## src/rtl/nr_iter_ctrl.sv

```systemverilog
// Newton-Raphson iteration controller: launches gen_iteration passes, captures results and stops on ULP convergence or MAX_ITER.
// Optional NaN abort is enabled by defining NR_NAN_ABORT_EN.
module nr_iter_ctrl #(
    parameter int MAX_ITER = 32,
    parameter int ULP_TOL  = 16
) (
    input  logic        clk,
    input  logic        rst,
    input  logic        start,
    input  logic [31:0] init_x0,
    input  logic [31:0] init_x1,
    input  logic [31:0] init_x2,
    input  logic [31:0] init_invJ0,
    input  logic [31:0] init_invJ1,
    input  logic [31:0] init_invJ2,
    input  logic [31:0] init_invJ3,
    input  logic [31:0] init_invJ4,
    input  logic [31:0] init_invJ5,
    input  logic [31:0] init_invJ6,
    input  logic [31:0] init_invJ7,
    input  logic [31:0] init_invJ8,
    input  logic [31:0] init_invJ9,
    input  logic [31:0] init_invJ10,
    input  logic [31:0] init_invJ11,
    input  logic [31:0] gen_x0,
    input  logic [31:0] gen_x1,
    input  logic [31:0] gen_x2,
    input  logic [31:0] gen_invJ0,
    input  logic [31:0] gen_invJ1,
    input  logic [31:0] gen_invJ2,
    input  logic [31:0] gen_invJ3,
    input  logic [31:0] gen_invJ4,
    input  logic [31:0] gen_invJ5,
    input  logic [31:0] gen_invJ6,
    input  logic [31:0] gen_invJ7,
    input  logic [31:0] gen_invJ8,
    input  logic [31:0] gen_invJ9,
    input  logic [31:0] gen_invJ10,
    input  logic [31:0] gen_invJ11,
    input  logic        gen_stb,
    output logic        gen_rst,
    output logic [31:0] x0,
    output logic [31:0] x1,
    output logic [31:0] x2,
    output logic [31:0] invJ0,
    output logic [31:0] invJ1,
    output logic [31:0] invJ2,
    output logic [31:0] invJ3,
    output logic [31:0] invJ4,
    output logic [31:0] invJ5,
    output logic [31:0] invJ6,
    output logic [31:0] invJ7,
    output logic [31:0] invJ8,
    output logic [31:0] invJ9,
    output logic [31:0] invJ10,
    output logic [31:0] invJ11,
    output logic        busy,
    output logic        done,
    output logic        converged,
    output logic        nan_flag,
    output logic [7:0]  iter_count
);

    typedef enum logic [2:0] {
        S_IDLE,
        S_LAUNCH,
        S_WAIT,
        S_CHECK,
        S_DONE
    } state_t;

    state_t      state_q, state_d;
    logic [31:0] x_q     [3];
    logic [31:0] x_d     [3];
    logic [31:0] new_x_q [3];
    logic [31:0] new_x_d [3];
    logic [31:0] invj_q  [12];
    logic [31:0] invj_d  [12];
    logic [7:0]  iter_q, iter_d;
    logic        conv_q, conv_d;
    logic        gen_rst_q, gen_rst_d;
    logic        busy_q, busy_d;
    logic        done_q, done_d;
    logic        all_match;

    logic [31:0] init_x_a    [3];
    logic [31:0] init_invj_a [12];
    logic [31:0] gen_x_a     [3];
    logic [31:0] gen_invj_a  [12];

    assign init_x_a    = '{init_x0, init_x1, init_x2};
    assign init_invj_a = '{init_invJ0, init_invJ1, init_invJ2, init_invJ3,
                           init_invJ4, init_invJ5, init_invJ6, init_invJ7,
                           init_invJ8, init_invJ9, init_invJ10, init_invJ11};
    assign gen_x_a     = '{gen_x0, gen_x1, gen_x2};
    assign gen_invj_a  = '{gen_invJ0, gen_invJ1, gen_invJ2, gen_invJ3,
                           gen_invJ4, gen_invJ5, gen_invJ6, gen_invJ7,
                           gen_invJ8, gen_invJ9, gen_invJ10, gen_invJ11};

    // +0 and -0 are equal; otherwise same sign and magnitude bits within ULP_TOL
    function automatic logic ulp_match(input logic [31:0] a, input logic [31:0] b);
        logic [30:0] diff;
        diff = (a[30:0] >= b[30:0]) ? (a[30:0] - b[30:0]) : (b[30:0] - a[30:0]);
        if ((a[30:0] == 31'd0) && (b[30:0] == 31'd0)) begin
            return 1'b1;
        end
        return (a[31] == b[31]) && (diff <= 31'(ULP_TOL));
    endfunction

`ifdef NR_NAN_ABORT_EN
    logic nan_q, nan_d;
    logic any_nan;
`endif

    always_comb begin
        state_d   = state_q;
        x_d       = x_q;
        new_x_d   = new_x_q;
        invj_d    = invj_q;
        iter_d    = iter_q;
        conv_d    = conv_q;
        all_match = ulp_match(new_x_q[0], x_q[0]) &&
                    ulp_match(new_x_q[1], x_q[1]) &&
                    ulp_match(new_x_q[2], x_q[2]);
`ifdef NR_NAN_ABORT_EN
        nan_d     = nan_q;
        any_nan   = 1'b0;
        for (int i = 0; i < 3; i++) begin
            if ((new_x_q[i][30:23] == 8'hFF) && (new_x_q[i][22:0] != 23'd0)) begin
                any_nan = 1'b1;
            end
        end
`endif
        case (state_q)
            S_IDLE, S_DONE: begin
                if (start) begin
                    x_d     = init_x_a;
                    invj_d  = init_invj_a;
                    iter_d  = 8'd0;
                    conv_d  = 1'b0;
`ifdef NR_NAN_ABORT_EN
                    nan_d   = 1'b0;
`endif
                    state_d = S_LAUNCH;
                end
            end
            S_LAUNCH: state_d = S_WAIT;
            S_WAIT: begin
                if (gen_stb) begin
                    new_x_d = gen_x_a;
                    invj_d  = gen_invj_a;
                    state_d = S_CHECK;
                end
            end
            S_CHECK: begin
                iter_d = iter_q + 8'd1;
`ifdef NR_NAN_ABORT_EN
                if (any_nan) begin
                    nan_d   = 1'b1;
                    conv_d  = 1'b0;
                    state_d = S_DONE;
                end else
`endif
                begin
                    x_d = new_x_q;
                    if (all_match) begin
                        conv_d  = 1'b1;
                        state_d = S_DONE;
                    end else if (iter_d == 8'(MAX_ITER)) begin
                        conv_d  = 1'b0;
                        state_d = S_DONE;
                    end else begin
                        state_d = S_LAUNCH;
                    end
                end
            end
            default: state_d = S_IDLE;
        endcase
        // Status outputs are registered from the next state so they line up with it
        gen_rst_d = (state_d != S_WAIT);
        busy_d    = (state_d == S_LAUNCH) || (state_d == S_WAIT) || (state_d == S_CHECK);
        done_d    = (state_d == S_DONE);
    end

    always_ff @(posedge clk or negedge rst) begin
        if (!rst) begin
            state_q   <= S_IDLE;
            for (int i = 0; i < 3; i++) begin
                x_q[i]     <= 32'd0;
                new_x_q[i] <= 32'd0;
            end
            for (int k = 0; k < 12; k++) begin
                invj_q[k] <= 32'd0;
            end
            iter_q    <= 8'd0;
            conv_q    <= 1'b0;
            gen_rst_q <= 1'b1;
            busy_q    <= 1'b0;
            done_q    <= 1'b0;
`ifdef NR_NAN_ABORT_EN
            nan_q     <= 1'b0;
`endif
        end else begin
            state_q   <= state_d;
            x_q       <= x_d;
            new_x_q   <= new_x_d;
            invj_q    <= invj_d;
            iter_q    <= iter_d;
            conv_q    <= conv_d;
            gen_rst_q <= gen_rst_d;
            busy_q    <= busy_d;
            done_q    <= done_d;
`ifdef NR_NAN_ABORT_EN
            nan_q     <= nan_d;
`endif
        end
    end

`ifdef NR_NAN_ABORT_EN
    assign nan_flag = nan_q;
`else
    assign nan_flag = 1'b0;
`endif

    assign gen_rst    = gen_rst_q;
    assign busy       = busy_q;
    assign done       = done_q;
    assign converged  = conv_q;
    assign iter_count = iter_q;
    assign x0         = x_q[0];
    assign x1         = x_q[1];
    assign x2         = x_q[2];
    assign invJ0      = invj_q[0];
    assign invJ1      = invj_q[1];
    assign invJ2      = invj_q[2];
    assign invJ3      = invj_q[3];
    assign invJ4      = invj_q[4];
    assign invJ5      = invj_q[5];
    assign invJ6      = invj_q[6];
    assign invJ7      = invj_q[7];
    assign invJ8      = invj_q[8];
    assign invJ9      = invj_q[9];
    assign invJ10     = invj_q[10];
    assign invJ11     = invj_q[11];

endmodule

```

## config.mk

```make
export PLATFORM = sky130hd
export DESIGN_NAME = nr_iter_ctrl
export DESIGN_NICKNAME = d
export VERILOG_FILES = /design/src/rtl/nr_iter_ctrl.sv
export SDC_FILE = /design/constraint.sdc
export NUM_CORES = 2
export LEC_CHECK = 0
export CAP_MARGIN = 10
export CELL_PAD_IN_SITES_DETAIL_PLACEMENT = 2
export CELL_PAD_IN_SITES_GLOBAL_PLACEMENT = 2
export CORE_AREA = 10 10 555 557
export CTS_CLUSTER_DIAMETER = 40
export DETAILED_ROUTE_END_ITERATION = 8
export DIE_AREA = 0 0 565 567
export DONT_BUFFER_PORTS = 1
export PLACE_DENSITY = 0.34
export RECOVER_POWER = 100
export SLEW_MARGIN = 15
export SYNTH_ARGS = -nofsm -noshare
export SYNTH_HDL_FRONTEND = slang
export SYNTH_SLANG_ARGS = --single-unit
```

## constraint.sdc

```tcl
create_clock -name clk -period 6.45 [get_ports clk]
set_clock_uncertainty 0.05 [all_clocks]
set_input_delay 1.935 -clock clk [delete_from_list [all_inputs] [get_ports clk]]
set_output_delay 1.935 -clock clk [all_outputs]
set_load 0.1 [all_outputs]
```

==> results_dict.tcl <==
set metrics [dict create \
    status "finished with violations" \
    violations "max-capacitance violations, max-slew violations" \
    critical_path_required_ns 7.11 \
    syn_nets 5809 \
    num_rows 200 \
    slew_violations 1311 \
    cap_violations 245 \
    port_buffers 0 \
    postSynth.topFlopCell "dfrtp_1" \
    yosys_warnings 0 \
    firstDrtPassIters 5 \
    yosys.area.top_type "dfrtp_1" \
    ys_seq_elements 591 \
    die_area_um2 320000 \
    ctsHoldBuffers 0 \
    drt_wl_total_um 355000 \
    hp-class "reg2reg" \
    grt_pass1_wl_um 455000 \
    path_max_fanout 50 \
    avgSynthCellArea_um2 7.84 \
    fmax_mhz 168 \
    reg2regPathDepth 15 \
    core_area_um2 296000 \
    wl_met2_um 174000 \
    die_x_um 565 \
    cts_setup_buffers 0 \
    synthArstFlopShare_pct 100 \
    min_period_ns 5.95 \
    drive_above_1_share_pct 9.35 \
    start_util_pct 12.3 \
    synth_area_leaders "dfrtp_1 40%, nand2_1 10%, a31oi_1 6.9%" \
    grt_start_max_net_pins 163 \
    ys_seq_area_share_pct 40.5 \
    cts.htree.levels 4 \
    synth_edf_count 0 \
    rsz0062_at_grt "false" \
    drc 0 \
    seq_area_um2 14800 \
    holdPathStages 1 \
    grt_pass1_vias 42114 \
    cts_resized 0 \
    cts_sinks 591 \
    wl_met1_um 131000 \
    start_kind "primary input" \
    vias 38888 \
    die_h_um 567 \
    cts_tree "built" \
    grt_util_all_layers_pct 21.2 \
    synth.cell_area_um2 36600 \
    root_buffer "clkbuf_16" \
    fin_crit_sh_pct 92.3 \
    synth_xor_area_share_pct 1.92 \
    path_class "in2reg" \
    synth_common_cells "993 x nand2_1, 600 x nor2_1, 590 x dfrtp_1" \
    synth_mux_area_share_pct 1.38 \
    syn-instance-count 4661 \
    setup_tns_ns 0 \
    overflow 0 \
    nets 6030 \
    num-fill-cells 34658 \
    clk_latency_ns 0.83 \
    antenna_found_initial 192 \
    synth_top_area_share_pct 40.4 \
    multi_input_area_um2 19600 \
    wire_per_inst_um 39.2 \
    synth_most_common_cell "nand2_1" \
    synth_compound_area_share_pct 22.6 \
    hpwl_um 303000 \
    worst-slew-pin-transition_ns 3.58 \
    cts_max_path_buffers 4 \
    endpoint_kind "register" \
    synthSimpleGateAreaFrac_pct 21.4 \
    ys_types 93 \
    synth_top_family_by_area "compound AO/OA/AOI/OAI gates" \
    setup_viol 0 \
    cts.clk_slew.worst_paths_ns 0.04 \
    cp.arrival_ns 6.61 \
    maxSlewHeadroom_pct -138 \
    synthAdderAreaFrac_pct 6.30 \
    io_pins 1457 \
    highest_layer "met5" \
    via_per_inst 4.29 \
    final_hold_viol_count 0 \
    drt_iter0_drc 2461 \
    cts_buffers 212 \
    final_antenna_net_count 0 \
    gp_congestion 0.950 \
    areaGrowthSynthToFinish_pct 34.8 \
    wl_met3_um 33500 \
]
==> routing by layer <==
layer  global-route usage [%]  vias to the layer above
li1                         -                    16861
met1                     22.9                    19891
met2                     37.4                     1397
met3                     8.92                      585
met4                     6.74                      154
met5                        0                        -
==> logic make-up (layout without fill, tap and decap cells) <==
family	count (synthesis)	count (layout)
simple gates	1888	1888
compound gates	1326	1326
flops	591	591
buf+inv	542	938
fa+ha+maj	184	184
xor+xnor	80	80
mux	49	49
other cells	1	76
==> worst max-delay path, cell delays in order <==
cell	delay (ns)
nand3b_1	0.10
a21oi_1	1.69
clkbuf_1	1.92
buf_4	0.58
nor2_1	0.08
a31oi_1	0.19
==> path summary, 6_finish.rpt <==
path	startpoint	to	slack, ns
setup / recovery	gen_stb	invJ9[27]	0.50
hold / removal	iter_count[5]	iter_count[5]	0.43
setup reg to reg	x0[6]	state_q[0]	0.54
hold reg to reg	iter_count[5]	iter_count[5]	0.43
max in group asynchronous	rst	invJ6[22]	1.80
min in group asynchronous	rst	x0[11]	0.78
==> cell type report <==
type                            count  area share, %
Multi-Input combinational cell   3528           39.8
Sequential cell                   591           30.0
Clock buffer                      323           12.6
Tap cell                         3939           10.0
Timing Repair Buffer              334           3.51
Clock inverter                     66           1.97
Inverter                          215           1.64
Antenna cell                       75          0.381
==> cell usage in the layout, fill, tap and decap left out, drive strengths merged, types with 8 or more instances in the layout <==
cell / count
a21oi: 320
a21boi: 11
dfrtp: 590
nor3: 31
xnor2: 45
nor2b: 12
nand2b: 16
o211ai: 20
o21ai: 250
clkbuf: 575
a221oi: 8
bufinv: 16
nand3: 26
o21bai: 21
and2: 16
a211oi: 113
nor4: 62
and3: 12
nand4: 69
buf: 82
ha: 184
xor2: 35
a2111oi: 8
or2: 11
clkinv: 48
mux2: 10
or3: 15
inv: 217
a21o: 53
nand2: 994
a41oi: 9
o31ai: 10
a31oi: 403
o21a: 28
mux2i: 39
and4: 9
diode: 75
nor2: 601
==> state kept, by name, indices dropped and copies added (netlist names), 3 cells and up <==
signal and cells:
invJ0 32, invJ1 32, invJ10 32, invJ11 32, invJ2 32, invJ3 32, invJ4 32, invJ5 32
invJ6 32, invJ7 32, invJ8 32, invJ9 32, iter_count 8, new_x_q 96, state_q 3, x0 32
x1 32, x2 32
==> stage by stage <==
step                worst slack (ns)  utilization [%]  hold slack [ns]  cell area [µm²]  cells
floorplan                       2.04                -            0.438            36600   4661
global placement               0.716             14.5            0.402            43000   8606
detailed placement             0.644             14.5            0.421            43000   8606
CTS                            0.587             16.9            0.442            50200   8995
global route                  0.0709             16.6            0.446            49100   9026
finish                         0.499             16.6            0.428            49300   9071
Power is not shown: default switching activity piles up to over one toggle a cycle in this logic, so the estimate is an artifact.
